`src/rtl/dense_layer_sequencer.sv`:
```
// Walks SDRAM layer descriptors and drives the dense controller layer by layer.
// Optional SEQ_CYCLE_COUNT_EN adds a saturating busy-cycle counter on register 4.
module dense_layer_sequencer #(
  parameter int unsigned LAYER_W     = 12,
  parameter int unsigned DESC_STRIDE = 32
) (
  input  logic        clk,
  input  logic        reset,
  output logic        slave_waitrequest,
  input  logic [2:0]  slave_address,
  input  logic        slave_read,
  output logic [31:0] slave_readdata,
  input  logic        slave_write,
  input  logic [31:0] slave_writedata,
  input  logic        mem_waitrequest,
  output logic [31:0] mem_address,
  output logic        mem_read,
  input  logic [31:0] mem_readdata,
  input  logic        acc_waitrequest,
  output logic [2:0]  acc_address,
  output logic        acc_read,
  input  logic [31:0] acc_readdata,
  output logic        acc_write,
  output logic [31:0] acc_writedata
);

  localparam int unsigned DESC_WORDS = 5;
  localparam int unsigned K_W        = 3;

  typedef enum logic [2:0] {
    S_IDLE, S_FETCH, S_CHECK, S_PROGRAM, S_START, S_WAITDONE, S_NEXT
  } state_t;

  state_t               state_q, state_d;
  logic [K_W-1:0]       k_q, k_d;
  logic                 gap_q, gap_d;
  logic [LAYER_W-1:0]   cur_layer_q, cur_layer_d;
  logic [LAYER_W-1:0]   num_layers_q;
  logic [31:0]          desc_base_q;
  logic [31:0]          desc_q [DESC_WORDS];
  logic                 done_q, done_d, err_q, err_d;
  logic                 desc_wr;
  logic                 busy;
  logic                 start_req;
  logic                 mem_xfer, acc_xfer;
  logic [31:0]          layer_addr;
  logic                 mem_read_d, acc_write_d, acc_read_d;
  logic [31:0]          mem_address_d, acc_writedata_d;
  logic [2:0]           acc_address_d;
  logic [31:0]          cycles_rd;
  logic                 unused_ok;

  assign slave_waitrequest = 1'b0;
  assign busy      = (state_q != S_IDLE);
  assign start_req = slave_write && (slave_address == 3'd0);
  assign mem_xfer  = mem_read && !mem_waitrequest;
  assign acc_xfer  = (acc_write || acc_read) && !acc_waitrequest;
  assign unused_ok = ^acc_readdata;

  // Next-state and next-output logic; gap forces one strobe-free cycle after every transfer
  always_comb begin
    state_d     = state_q;
    k_d         = k_q;
    gap_d       = 1'b0;
    cur_layer_d = cur_layer_q;
    done_d      = done_q;
    err_d       = err_q;
    desc_wr     = 1'b0;
    unique case (state_q)
      S_IDLE: begin
        if (start_req) begin
          done_d      = 1'b0;
          err_d       = 1'b0;
          cur_layer_d = '0;
          k_d         = '0;
          if (num_layers_q == '0) done_d = 1'b1;
          else                    state_d = S_FETCH;
        end
      end
      S_FETCH: begin
        if (mem_xfer) begin
          desc_wr = 1'b1;
          gap_d   = 1'b1;
          if (k_q == K_W'(4)) state_d = S_CHECK;
          else                k_d = k_q + K_W'(1);
        end
      end
      S_CHECK: begin
        k_d = '0;
        if (desc_q[4] == '0) begin
          err_d   = 1'b1;
          state_d = S_IDLE;
        end else begin
          state_d = S_PROGRAM;
        end
      end
      S_PROGRAM: begin
        if (acc_xfer) begin
          gap_d = 1'b1;
          if (k_q == K_W'(4)) state_d = S_START;
          else                k_d = k_q + K_W'(1);
        end
      end
      S_START: begin
        if (acc_xfer) begin
          gap_d   = 1'b1;
          state_d = S_WAITDONE;
        end
      end
      S_WAITDONE: begin
        if (acc_xfer) begin
          gap_d   = 1'b1;
          state_d = S_NEXT;
        end
      end
      S_NEXT: begin
        cur_layer_d = cur_layer_q + LAYER_W'(1);
        k_d         = '0;
        if (cur_layer_d == num_layers_q) begin
          done_d  = 1'b1;
          state_d = S_IDLE;
        end else begin
          state_d = S_FETCH;
        end
      end
      default: state_d = S_IDLE;
    endcase

    layer_addr      = desc_base_q + 32'(cur_layer_d) * 32'(DESC_STRIDE);
    mem_read_d      = (state_d == S_FETCH) && !gap_d;
    mem_address_d   = layer_addr + 32'({k_d, 2'b00});
    acc_write_d     = ((state_d == S_PROGRAM) || (state_d == S_START)) && !gap_d;
    acc_read_d      = (state_d == S_WAITDONE) && !gap_d;
    acc_address_d   = (state_d == S_PROGRAM) ? 3'(k_d + K_W'(1)) : 3'd0;
    acc_writedata_d = (state_d == S_PROGRAM) ? desc_q[k_d] : 32'h0;
  end

  // State, status and bus output registers
  always_ff @(posedge clk or negedge reset) begin
    if (!reset) begin
      state_q       <= S_IDLE;
      k_q           <= '0;
      gap_q         <= 1'b0;
      cur_layer_q   <= '0;
      done_q        <= 1'b0;
      err_q         <= 1'b0;
      mem_read      <= 1'b0;
      mem_address   <= '0;
      acc_write     <= 1'b0;
      acc_read      <= 1'b0;
      acc_address   <= '0;
      acc_writedata <= '0;
    end else begin
      state_q       <= state_d;
      k_q           <= k_d;
      gap_q         <= gap_d;
      cur_layer_q   <= cur_layer_d;
      done_q        <= done_d;
      err_q         <= err_d;
      mem_read      <= mem_read_d;
      mem_address   <= mem_address_d;
      acc_write     <= acc_write_d;
      acc_read      <= acc_read_d;
      acc_address   <= acc_address_d;
      acc_writedata <= acc_writedata_d;
    end
  end

  // CPU-programmed configuration and fetched descriptor words
  always_ff @(posedge clk or negedge reset) begin
    if (!reset) begin
      desc_base_q  <= '0;
      num_layers_q <= '0;
      for (int i = 0; i < DESC_WORDS; i++) desc_q[i] <= '0;
    end else begin
      if (!busy && slave_write) begin
        if (slave_address == 3'd1) desc_base_q  <= slave_writedata;
        if (slave_address == 3'd2) num_layers_q <= slave_writedata[LAYER_W-1:0];
      end
      if (desc_wr) desc_q[k_q] <= mem_readdata;
    end
  end

`ifdef SEQ_CYCLE_COUNT_EN
  logic [31:0] cycles_q;
  logic        start_ok;
  assign start_ok  = (state_q == S_IDLE) && start_req;
  assign cycles_rd = cycles_q;

  // Saturating count of busy cycles since the last accepted start
  always_ff @(posedge clk or negedge reset) begin
    if (!reset)                        cycles_q <= '0;
    else if (start_ok)                 cycles_q <= '0;
    else if (busy && (cycles_q != '1)) cycles_q <= cycles_q + 32'd1;
  end
`else
  assign cycles_rd = '0;
`endif

  // Zero-latency CPU register read mux
  always_comb begin
    slave_readdata = '0;
    if (slave_read) begin
      unique case (slave_address)
        3'd0:    slave_readdata = {29'b0, err_q, done_q, busy};
        3'd1:    slave_readdata = desc_base_q;
        3'd2:    slave_readdata = 32'(num_layers_q);
        3'd3:    slave_readdata = 32'(cur_layer_q);
        3'd4:    slave_readdata = cycles_rd;
        default: slave_readdata = '0;
      endcase
    end
  end

endmodule

```
`config.mk`:
```
export PLATFORM = sky130hd
export DESIGN_NAME = dense_layer_sequencer
export DESIGN_NICKNAME = d
export VERILOG_FILES = /design/src/rtl/dense_layer_sequencer.sv
export SDC_FILE = /design/constraint.sdc
export NUM_CORES = 1
export LEC_CHECK = 0
export CORE_MARGIN = 2
export CORE_UTILIZATION = 40
export DETAILED_ROUTE_END_ITERATION = 8
export GPL_TIMING_DRIVEN = 0
export SLEW_MARGIN = 40
export SYNTH_ARGS = -nofsm -noshare
export SYNTH_HDL_FRONTEND = slang
export SYNTH_SLANG_ARGS = --single-unit
export TNS_END_PERCENT = 20
```
`constraint.sdc`:
```
create_clock -name clk -period 4.1 [get_ports clk]
set_clock_uncertainty 0.15 [all_clocks]
set_input_delay 0.615 -clock clk [delete_from_list [all_inputs] [get_ports clk]]
set_output_delay 0.615 -clock clk [all_outputs]
set_load 0.05 [all_outputs]
```
# After elaboration in Yosys (flattened, before gate mapping)
# Cells that the tools add are included.
# totals
inputBits	105
wordCells	112
register_bits	294
output_inout_bits	103
# classes
n_lt_le_gt_ge	3
n_addsub	5
n_eq_ne	18
n_reduce_logical	27
mux	39
n_bitwise	2
# op_table
operator	count
$bwmux W160	1
$mux W32	5
$pmux W32 S4	1
$bmux W32 S3	1
$demux W32 S3	1
$mux W3	13
$add A32 B17 Y32	1
$add A32 B5 Y32	1
$logic_not A32 Y1	1
$pmux W12 S2	1
$pmux W3 S7	1
$eq A3 B3 Y1 const B	6
$eq A3 B2 Y1 const B	5
$add A12 B1 Y12 const B	1
$eq A12 B12 Y1	1
$logic_not A12 Y1	1
$mux W12	1
$pmux W3 S4	1
$eq A3 B1 Y1 const B	3
$mux W1	9
$ge A4 B4 Y1 const B	2
$logic_and A1 B1 Y1	8
$not A3 Y4	2
$add A3 B1 Y3 const B	2
13 further kinds	25

# Longest topological paths before layout
# Gate-level depths: netlist of the first run.
# depth
depth_word	9
depth_mapped	17
depth_no_buf	15

# Worst setup path after synthesis of the first run
# No wires, ideal clock.
# synth_timing
path_kind	register to register
from	register state_q[2]
to	register mem_address[19]
arrival_ps	3531
stages_incl_launch_ff	17
path_buffers	2
slack_ps	293
period_less_slack_ps	3807
t_required_ps	3824
setup_ps	126
cell_sequence	dfrtp_1 > buf_2 > nor3_1 > nand2_1 > nor3_1 > nor2_1 > clkbuf_1 > o21ai_0 > o21ai_0 > ha_1 > a21o_1 > or3_1 > o31ai_1 > o2111ai_1 > nand2_1 > nor2_1 > xor2_1
# synth_via
elab_chain_cells	4
word_cells_on_any_way	10
cone_classes	add/sub: 2; eq/ne: 4; mux: 2; reduce/logical: 2
# synth_rtl
element	line	source
start, declared	34	state_t state_q, state_d;
start signal, assigned	154	state_q <= state_d;
$eq A3 B3 Y1 / $logic_not A3 Y1 (equally long branches)	69	unique case (state_q)
$pmux W12 S2 (*)	69	
via cur_layer_d[3]	37	logic [LAYER_W-1:0] cur_layer_q, cur_layer_d;
$add A32 B17 Y32 (*)	129	layer_addr = desc_base_q + 32'(cur_layer_d) * 32'(DESC_STRIDE);
$add A32 B5 Y32 (*)	131	mem_address_d = layer_addr + 32'({k_d, 2'b00});
via mem_address_d[19]	48	logic [31:0] mem_address_d, acc_writedata_d;
end signal, assigned	161	mem_address <= mem_address_d;
end, declared	16	output logic [31:0] mem_address,
# Mark *: on every way through the listed nets, which the timed path passes. The rest lies on a longest branch.
# A chain may end at the register's enable or synchronous reset.

# Final worst setup path of the first run
# layout_timing
from	input slave_write
to	register mem_address[31]
# layout_via
elab_chain_cells	5
word_cells_on_any_way	7
cone_classes	add/sub: 2; mux: 4; reduce/logical: 1
# layout_rtl
element	line	source
start, declared	13	input logic slave_write,
$logic_and A1 B1 Y1	55	assign start_req = slave_write && (slave_address == 3'd0);
$mux W12	71	if (start_req) begin
$pmux W12 S2	69	
via cur_layer_d[3]	37	
$add A32 B17 Y32	129	
$add A32 B5 Y32	131	
via mem_address_d[31]	48	
# The timed path passes the listed nets, and every way through them passes these cells.

==> results of run 1 <==
## cell type report
cell class / instances / share of cell area, %
clock inverter: 6 / 0.556
clock buffer: 56 / 6.00
tap: 455 / 3.20
multi-input combinational: 731 / 35.9
timing repair buffer: 181 / 10.6
antenna: 1 / 0.0141
inverter: 20 / 0.423
sequential: 294 / 41.4
buffer: 56 / 1.87
## cells in the mapped netlist, types with 3 or more instances
| library cell | n |
|---|---|
| a211oi_1 | 4 |
| a21o_1 | 3 |
| a21oi_1 | 22 |
| a22oi_1 | 16 |
| a22oi_2 | 24 |
| and2_1 | 21 |
| and3_1 | 10 |
| buf_2 | 24 |
| buf_6 | 8 |
| clkbuf_1 | 21 |
| dfrtp_1 | 294 |
| ha_1 | 20 |
| inv_1 | 19 |
| mux2_1 | 14 |
| mux2_2 | 238 |
| mux2_4 | 24 |
| mux4_2 | 3 |
| nand2_1 | 89 |
| nand2b_1 | 4 |
| nand3_1 | 21 |
| nand4_1 | 13 |
| nor2_1 | 46 |
| nor2b_1 | 10 |
| nor3_1 | 8 |
| nor3_2 | 3 |
| nor4_1 | 13 |
| nor4_2 | 4 |
| o21a_1 | 4 |
| o21ai_0 | 25 |
| o31ai_1 | 4 |
| o41ai_1 | 3 |
| or3_1 | 3 |
| xnor2_1 | 34 |
| xor2_1 | 11 |
## cell usage in the layout (no fill, tap or decap), drive strengths merged, types with 17 or more instances in the layout
cell type      count
xnor2             34
nor4              17
nand2             89
nand3             21
dfrtp            294
and2              21
buf               44
o21ai             25
clkbuf            77
a22oi             40
ha                20
a21oi             22
mux2             276
clkdlybuf4s50    171
nor2              46
inv               21
## layer usage
metal / up-vias / share of wire (%) / track usage (%)
met3: 58 / 6.0 / 4.64
met4: 2 / 2.4 / 5.41
met5: - / 0.037 / 0
met1: 4754 / 44 / 25.5
li1: 4389 / - / -
met2: 242 / 47 / 31.6
## state kept, by name (all words and copies together) (netlist names), 3 cells and up
name	count
mem_address	32
num_layers_q	12
k_q	3
state_q	3
desc_base_q	32
acc_address	3
acc_writedata	32
cur_layer_q	12
desc_q	160
## through the flow
step / cell area [um^2] / hold WS [ps]
after floorplan: 14000 / 169
after global placement: 16300 / 252
after detailed placement: 16400 / 266
after CTS: 17700 / 287
after global routing: 17800 / 292
final: 17800 / 276
## what timing repair did
action | in CTS | in global routing
buffers inserted | 3 | 1
endpoints found under the hold margin | 48 | 0
setup endpoints to repair | 27 | 20
gates resized for setup | 14 | 17
hold buffers | 1 | 0
pin swaps | 2 | 4
## worst paths after layout
path | startpoint | endpoint | slack (ps) | cells after the start
worst max-delay path | slave_write | mem_address[31] | 140 | 16
worst min-delay path | desc_base_q[0] | mem_address[0] | 280 | 0
worst max register to register | state_q[2] | mem_address[31] | 160 | 16
worst min register to register | desc_base_q[0] | mem_address[0] | 280 | 0
max in group asynchronous | reset | desc_base_q[27] | 2620 | 3
min in group asynchronous | reset | desc_q[39] | 470 | 2
## power groups by stage
stage / Sequential [mW] / Clock, mW / Combinational [mW]
after floorplan: 5.03 / 0 / 2.83
after global placement: 4.58 / 0 / 4.63
after detailed placement: 4.59 / 0 / 4.70
after CTS: 4.55 / 3.19 / 4.81
after global routing: 4.69 / 3.32 / 5.22
final: 4.55 / 3.10 / 4.85
## critical path, stage by stage
cell and delay (ps):
clkdlybuf4s50_1 440, nor2b_2 260, nand2_1 160, nor3_4 230
nor2_2 150, o21ai_0 170, o21ai_0 180, ha_1 390
a21o_1 200, or3_1 350, o31ai_4 220, buf_4 190
o2111ai_4 200, nand2_1 190, nor2_1 90, xor2_1 140
## cell families after synthesis
logic type | after synthesis
buffers and inverters | 77
flip-flops | 294
AO/OA/AOI/OAI | 127
adder cells (fa/ha/maj) | 21
XOR/XNOR | 45
other | 1
multiplexers | 280
AND/OR/NAND/NOR | 257
==> flow_summary.ini, run 1 <==
[run_status]
outcome = finished, final reports clean

[synthesis]
synth_edf_count = 0
synth_compound_area_share_pct = 7.24
ys_warn_count = 0
synth-seq-area-share_pct = 52.5
yosysTopAreaCellShare_pct = 52.5
synth_seq_cells = 294
syn_area_mm2 = 0.0140
synthAdderAreaFrac_pct = 1.93
synth_fp_nets = 1228
yosysUniqueCellTypes = 69
synthArstFlopShare_pct = 100
synth-main-ff-cell = dfrtp_1
yosys.area.top_type = dfrtp_1
synthCells = 1102
synthTopCellsByArea = dfrtp_1, mux2_2, mux2_4
synth_top_family_by_area = multiplexers
muxShareOfSynthArea_pct = 23.4
syn_area_per_cell_um2 = 12.7
synth_xor_area_share_pct = 2.81
synth-simple-area-share_pct = 9.33

[setup_path]
arrival_ps = 4190
crit_required_ps = 4330
cp-start-kind = input pin
crit_fanout = 12
end_kind = flip-flop
path_class = input pin to flip-flop

[power_and_ir_drop]
clkPwrFrac_pct = 24.8
p_sw_share_pct = 35.8
p_seq_share_pct = 36.4
power_switching_mw = 4.47
ir_worst_vdd_mv = 0.414
p_per_area_mw_per_mm2 = 704
p_int_mw = 8.03
p_leak_nw = 8.14
power_frac_comb_pct = 38.8
fin_total_pwr_mw = 12.5

[layout]
seq_area_mm2 = 0.00736
fin_util_pct = 51.4
final_nets = 1445
drive_gt1_share_pct = 31.1
instances_no_fill = 1800
fill_cells = 3105
syn2layout_area_growth_pct = 26.8
multiInputGateArea_mm2 = 0.00638

[hold_path]
min_path_type = flip-flop to flip-flop

[sta]
setup_viol = 0
fin_crit_ps = 3960
layout_setup_ws_ps = 139
worst_pin_slew_ps = 772
max_freq_mhz = 252
hold_viol_final = 0
slew_viol_final = 0
rsz0062_at_grt = yes
fin_setup_tns_ps = 0
max_slew_margin_pct = 48.5
period_share_pct = 96.6

[global_route]
grt_pass1_vias = 9646
track_usage_pct = 19.3
overflow = 0
grt_max_degree = 64
antenna_found_initial = 2
grt_pass1_wl_um = 54800

[floorplanning]
dieArea_mm2 = 0.0365
die_height_um = 191
fp.coreArea_mm2 = 0.0345
rows = 68
io_pins = 208
start_util_pct = 40.6
die_w_um = 191

[route]
drtAntennaViolNets = 0
route.vias.total = 9445
vias_per_cell = 5.25
wirelength_um = 34800
drt_pass1_iterations = 5
first_iter_violations = 416
drc = 0
wl_per_cell_um = 19.3

[placed_design]
placedCellCount = 1733
dpl_worst_slack_ps = -1550
portBuffers = 172
gp_congestion = 0.873
dp.final_hpwl_um = 24200

[clock_network]
clkTransAtPathRegs_ps = 60
cts_root_buffer = clkbuf_16
cts_tree = done
clock_sinks = 294
cts_made_buffers = 35
cts_max_path_buffers = 3
htreeDepth = 2
clock_latency_ps = 510

[job]
maxCapViolCount = 0
Note: power is estimated with default switching activity, not from simulation.
==> inputs of run 2 (changes only) <==
CELL_PAD_IN_SITES_DETAIL_PLACEMENT = 1   (was unset)
CELL_PAD_IN_SITES_GLOBAL_PLACEMENT = 1   (was unset)
CTS_CLUSTER_SIZE = 16   (was unset)
PLACE_DENSITY_LB_ADDON = 0.1   (was unset)
SETUP_SLACK_MARGIN = 0.1   (was unset)
==> run 2 against run 1 <==
Count of clock-buffer cells in the layout fell by 1; design area up 0.59%; critical endpoint is now slave_readdata[19]; largest power group unchanged; flip-flop and latch count stayed put; largest cell class unchanged; fmax hardly changed; sequential power about the same; die area is the same.
==> flow_summary.ini, run 2 (synthesized netlist as in run 1, its figures left out) <==
[layout]
largest_register = desc_q
largest_reg_flops = 160
instances_no_fill = 1813
layout.cells.most_common = dfrtp_1
syn2layout_area_growth_pct = 27.5
layout_common_cells = dfrtp_1, mux2_2, clkdlybuf4s50_1, nand2_1, nor2_1
final_nets = 1459
fill_cells = 3549
final_cell_area_mm2 = 0.0179
drive_gt1_share_pct = 32.5
fin_util_pct = 51.7

[sta]
whs_ps = 272
max_freq_mhz = 253
slew_viol_final = 0
max_slew_margin_pct = 48.5
period_share_pct = 96.6
worst_pin_slew_ps = 772
layout_setup_ws_ps = 141
rsz0062_at_grt = yes
fin_crit_ps = 3960
hold_viol_final = 0
fin_setup_tns_ps = 0
setup_viol = 0

[placed_design]
gp_congestion = 0.868
dp.final_hpwl_um = 25900
placedCellCount = 1733
portBuffers = 172
dpl_worst_slack_ps = -1610
dpl_cell_area_mm2 = 0.0164

[setup_path]
arrival_ps = 3190
critPathSlowestCell = clkdlybuf4s50_1
crit_start = slave_address[0]
path_cells = clkbuf_1 > nor2b_1 > clkbuf_2 > nor2b_1 > clkbuf_1 > and2_1 > clkdlybuf4s50_1
crit_end = slave_readdata[19]
crit_fanout = 10
cp-start-kind = input pin
reg2reg_to = mem_address[16]
end_kind = output port
path_class = input pin to output port
regToRegSetupSlack_ps = 260
r2r-start = k_q[0]
worst_path_largest_cell_delay_ps = 800
crit_required_ps = 3340
reg2reg_depth = 17

[floorplanning]
die_w_um = 191
rows = 68
fp.coreArea_mm2 = 0.0345
io_pins = 208
die_height_um = 191
dieArea_mm2 = 0.0365
start_util_pct = 40.6

[route]
drt_pass1_iterations = 4
wl_per_cell_um = 20.6
first_iter_violations = 258
drtAntennaViolNets = 0
wirelength_um = 37300
vias_per_cell = 5.21
drc = 0
route.vias.total = 9441

[hold_path]
whs_path_depth = 0
min_path_type = flip-flop to flip-flop
worstHoldStart = desc_base_q[1]

[global_route]
track_usage_pct = 20.9
grt_pass1_wl_um = 59300
antenna_found_initial = 3
overflow = 0
grt_pass1_vias = 10500
grt_max_degree = 71

[power_and_ir_drop]
p_leak_nw = 8.34
p_per_area_mw_per_mm2 = 709
ir_worst_vdd_mv = 0.574
fin_total_pwr_mw = 12.7

[run_status]
outcome = finished, final reports clean

[job]
maxCapViolCount = 0

[clock_network]
htreeDepth = 2
cts_max_path_buffers = 3
cts_tree = done
clock_latency_ps = 520
clkTransAtPathRegs_ps = 60
cts_root_buffer = clkbuf_16
clock_sinks = 294
cts_made_buffers = 36
## run 2: layout make-up
cell class / count / area (um^2) / area share [%]
multi-input combinational: 731 / 6430 / 36.0
inverter: 20 / 75.1 / 0.420
antenna: 1 / 2.50 / 0.0140
tap: 455 / 569 / 3.19
buffer: 57 / 344 / 1.93
clock inverter: 7 / 67.6 / 0.378
timing repair buffer: 193 / 1980 / 11.1
clock buffer: 55 / 1040 / 5.84
sequential: 294 / 7360 / 41.2
## run 2: repair_timing
action,in CTS,in global routing
cloned,0,0
pin swaps,5,12
buffers inserted,4,12
hold buffers,1,0
hold endpoints to repair,56,0
endpoints found under the setup margin,41,30
resized for setup,31,34
## run 2: how the worst min path moves through the flow
stage,to,slack (ps)
global placement,mem_address[1],280
detailed placement,mem_address[1],280
finish,mem_address[1],270
global route,mem_address[1],290
floorplan,acc_address[0],170
CTS,mem_address[1],280
## run 2: critical path, delay by kind of cell
| family | cells | cell delay (ps) |
|---|---|---|
| buffers and inverters | 4 | 1770 |
| and+or+nand+nor | 3 | 800 |
## run 2: per-layer routing
metal / part of all wire [%] / wire, um / vias up / track usage (%)
li1: - / - / 4398 / -
met1: 42 / 15800 / 4808 / 25.6
met2: 49 / 18400 / 179 / 36.5
met3: 6.2 / 2320 / 52 / 5.56
met4: 2.0 / 734 / 4 / 5.50
met5: 0.056 / 21 / - / 0
## run 2: power breakdown
| group | leakage [nW] | switching, mW | internal (mW) |
|---|---|---|---|
| logic | 3.90 | 2.70 | 2.36 |
| clock network | 0.546 | 1.22 | 1.81 |
| registers | 3.89 | 0.681 | 3.89 |
==> inputs of run 3 (changes only) <==
ABC_AREA = 1   (was unset)
==> run 3 against run 2 <==
Clock power increased by 4%; critical path depth increased by 10; non-clock buffer count increased by 11; global-route usage increased by 4.4 points; first-iteration DRC count increased to 2.6 times the previous value; register-to-register slack improved by 50 ps; wire length increased by 23%; sequential power increased by 4%; core utilization decreased by 1.1 points; design area increased by 0.13%; largest cell class unchanged.
==> flow_summary.ini, run 3 <==
[run_status]
outcome = finished, final reports clean

[hold_path]
min_path_type = flip-flop to flip-flop

[sta]
fin_crit_ps = 3930
period_share_pct = 95.8
whs_ps = 261
rsz0062_at_grt = yes
hold_viol_final = 0
max_slew_margin_pct = 52.3
setup_viol = 0
layout_setup_ws_ps = 172
worst_pin_slew_ps = 715
slew_viol_final = 0
max_freq_mhz = 255

[placed_design]
portBuffers = 174
dp.final_hpwl_um = 32700
placedCellCount = 2408
dpl_worst_slack_ps = -892
gp_congestion = 0.871

[setup_path]
cp-start-kind = input pin
path_cells = clkdlybuf4s50_1 > nor3_4 > nand2_1 > nor2_1 > inv_1 > nand2_1 > clkbuf_4 > o22ai_1 > ha_1 > a21oi_1 > o21ai_0 > nand2_1 > nand3_1 > a21oi_1 > nor2_1 > nand4_1 > xor2_1
arrival_ps = 4220
path_class = input pin to flip-flop
cpMostUsedCell = nand2_1
crit_required_ps = 4390
worst_path_largest_cell_delay_ps = 570
crit_fanout = 10
end_kind = flip-flop
critPathSlowestCell = clkdlybuf4s50_1

[layout]
layout.cells.most_common = nand2_1
fill_cells = 4241
final_nets = 2113
instances_no_fill = 2471
layout_common_cells = nand2_1, dfrtp_1, inv_1, o21ai_0, clkdlybuf4s50_1
syn2layout_area_growth_pct = 25.6
largest_reg_flops = 160
antenna_cells = 0
drive_gt1_share_pct = 7.21
largest_register = desc_q
fin_util_pct = 50.7

[power_and_ir_drop]
power_switching_mw = 5.92
p_leak_nw = 8.64
ir_worst_vdd_mv = 0.632
power_frac_comb_pct = 43.4
p_int_mw = 8.01
p_sw_share_pct = 42.5
p_seq_share_pct = 34.0
clkPwrFrac_pct = 22.6
fin_total_pwr_mw = 13.9
p_per_area_mw_per_mm2 = 779

[synthesis]
synthArstFlopShare_pct = 100
ys_warn_count = 0
synthCells = 1769
synth_seq_cells = 294
synth_most_common_cell = nand2_1
synthTopCellsByCount = nand2_1, dfrtp_1, inv_1, o21ai_0, nand3_1
yosysTopAreaCellShare_pct = 51.6
syn_area_mm2 = 0.0142
synth_edf_count = 0
synth-seq-area-share_pct = 51.6
syn_area_per_cell_um2 = 8.05
synth_fp_nets = 1895
yosys.area.top_type = dfrtp_1
yosysUniqueCellTypes = 45
synthTopCellsByArea = dfrtp_1, nand2_1, o21ai_0
synth-main-ff-cell = dfrtp_1

[floorplanning]
dieArea_mm2 = 0.0371
rows = 69
die_w_um = 193
die_height_um = 193
start_util_pct = 40.3
io_pins = 208
fp.coreArea_mm2 = 0.0353

[route]
drt_pass1_iterations = 5
vias_per_cell = 5.10
wirelength_um = 45800
route.vias.total = 12600
wl_per_cell_um = 18.5
drtAntennaViolNets = 0
first_iter_violations = 680
drc = 0

[clock_network]
clock_latency_ps = 530
clkTransAtPathRegs_ps = 60
htreeDepth = 2
cts_root_buffer = clkbuf_16
clock_sinks = 294
cts_made_buffers = 35
cts_max_path_buffers = 3
cts_tree = done

[global_route]
track_usage_pct = 25.3
grt_pass1_vias = 13600
grt_max_degree = 66
antenna_found_initial = 0
grt_pass1_wl_um = 72700
overflow = 0

[job]
maxCapViolCount = 0
## run 3: cell types whose count changed after synthesis, sizes merged, moves of 22 or more
cell	previous run	this run
nand2	89	513
nand3	21	101
inv	20	245
xnor2	34	7
a22oi	40	0
a21oi	22	65
mux2	276	11
clkbuf	21	43
nor2	46	99
o21ai	25	212
nand4	13	47
## run 3: timing repair
action / 4_1_cts / 5_1_grt
resized for setup: 35 / 12
setup endpoints to repair: 47 / 33
setup buffers: 1 / 1
pin swaps: 1 / 2
hold endpoints to repair: 56 / 0
hold buffers: 1 / 0
## run 3: power groups by stage
stage	Combinational [mW]	Sequential, mW	Clock, mW
6_report	6.04	4.74	3.15
5_1_grt	6.80	4.88	3.33
4_1_cts	6.05	4.74	3.23
3_5_place_dp	5.96	4.78	0
3_3_place_gp	5.76	4.74	0
2_1_floorplan	3.58	5.17	0
## run 3: cells by family (layout without fill, tap and decap cells)
| kind of cell | count (synthesis) | count (layout) | share of synthesized area [%] |
|---|---|---|---|
| other | 1 | 1 | 0.0263 |
| xor gates and xnor gates | 31 | 31 | 2.00 |
| and+or+nand+nor | 775 | 775 | 22.8 |
| DFF | 294 | 294 | 51.6 |
| muxes | 11 | 11 | 0.869 |
| adders and majority gates | 21 | 21 | 1.90 |
| AOI/OAI and AO/OA | 307 | 307 | 11.2 |
| buffers and inverters | 329 | 570 | 9.49 |
## run 3: worst paths after layout
check / startpoint / endpoint / slack, ps / depth (start not counted)
min in group asynchronous: reset / mem_address[25] / 460 / 2
worst max-delay path: slave_address[1] / mem_address[29] / 170 / 17
max in group asynchronous: reset / desc_q[72] / 1980 / 5
worst max register to register: state_q[1] / mem_address[29] / 310 / 16
worst min register to register: desc_base_q[1] / mem_address[1] / 260 / 0
worst min-delay path: desc_base_q[1] / mem_address[1] / 260 / 0
## run 3: worst max-delay path, delay by kind of cell
kind,cells,cell delay (ps)
AO/OA/AOI/OAI,4,900
AND/OR/NAND/NOR,8,1220
buffers and inverters,3,910
XOR/XNOR,1,170
adder cells (fa/ha/maj),1,370
## run 3: layer usage
metal | up-vias | routed length [um] | track usage, %
li1 | 6067 | - | -
met1 | 6224 | 19900 | 31.6
met2 | 241 | 22700 | 45.1
met3 | 72 | 1830 | 3.58
met4 | 0 | 1240 | 8.04
met5 | - | 0 | 0
## run 3: per-stage QoR
| step | TNS, ps | area [um^2] |
|---|---|---|
| after detailed placement | -10320 | 16700 |
| after global routing | 0 | 17900 |
| after floorplan | 0 | 14200 |
| after CTS | 0 | 17900 |
| after global placement | -3207890 | 16600 |
| final | 0 | 17900 |
## run 3: area by class of cell
| type | instances | area (um^2) | area share (%) |
|---|---|---|---|
| inverters | 249 | 935 | 5.22 |
| plain buffers | 80 | 428 | 2.39 |
| flip-flops and latches | 294 | 7360 | 41.1 |
| multi-input cells | 1146 | 5590 | 31.2 |
| clock buffers | 50 | 1020 | 5.73 |
| well taps | 461 | 577 | 3.22 |
| repair buffers | 181 | 1860 | 10.4 |
| clock inverters | 10 | 125 | 0.699 |
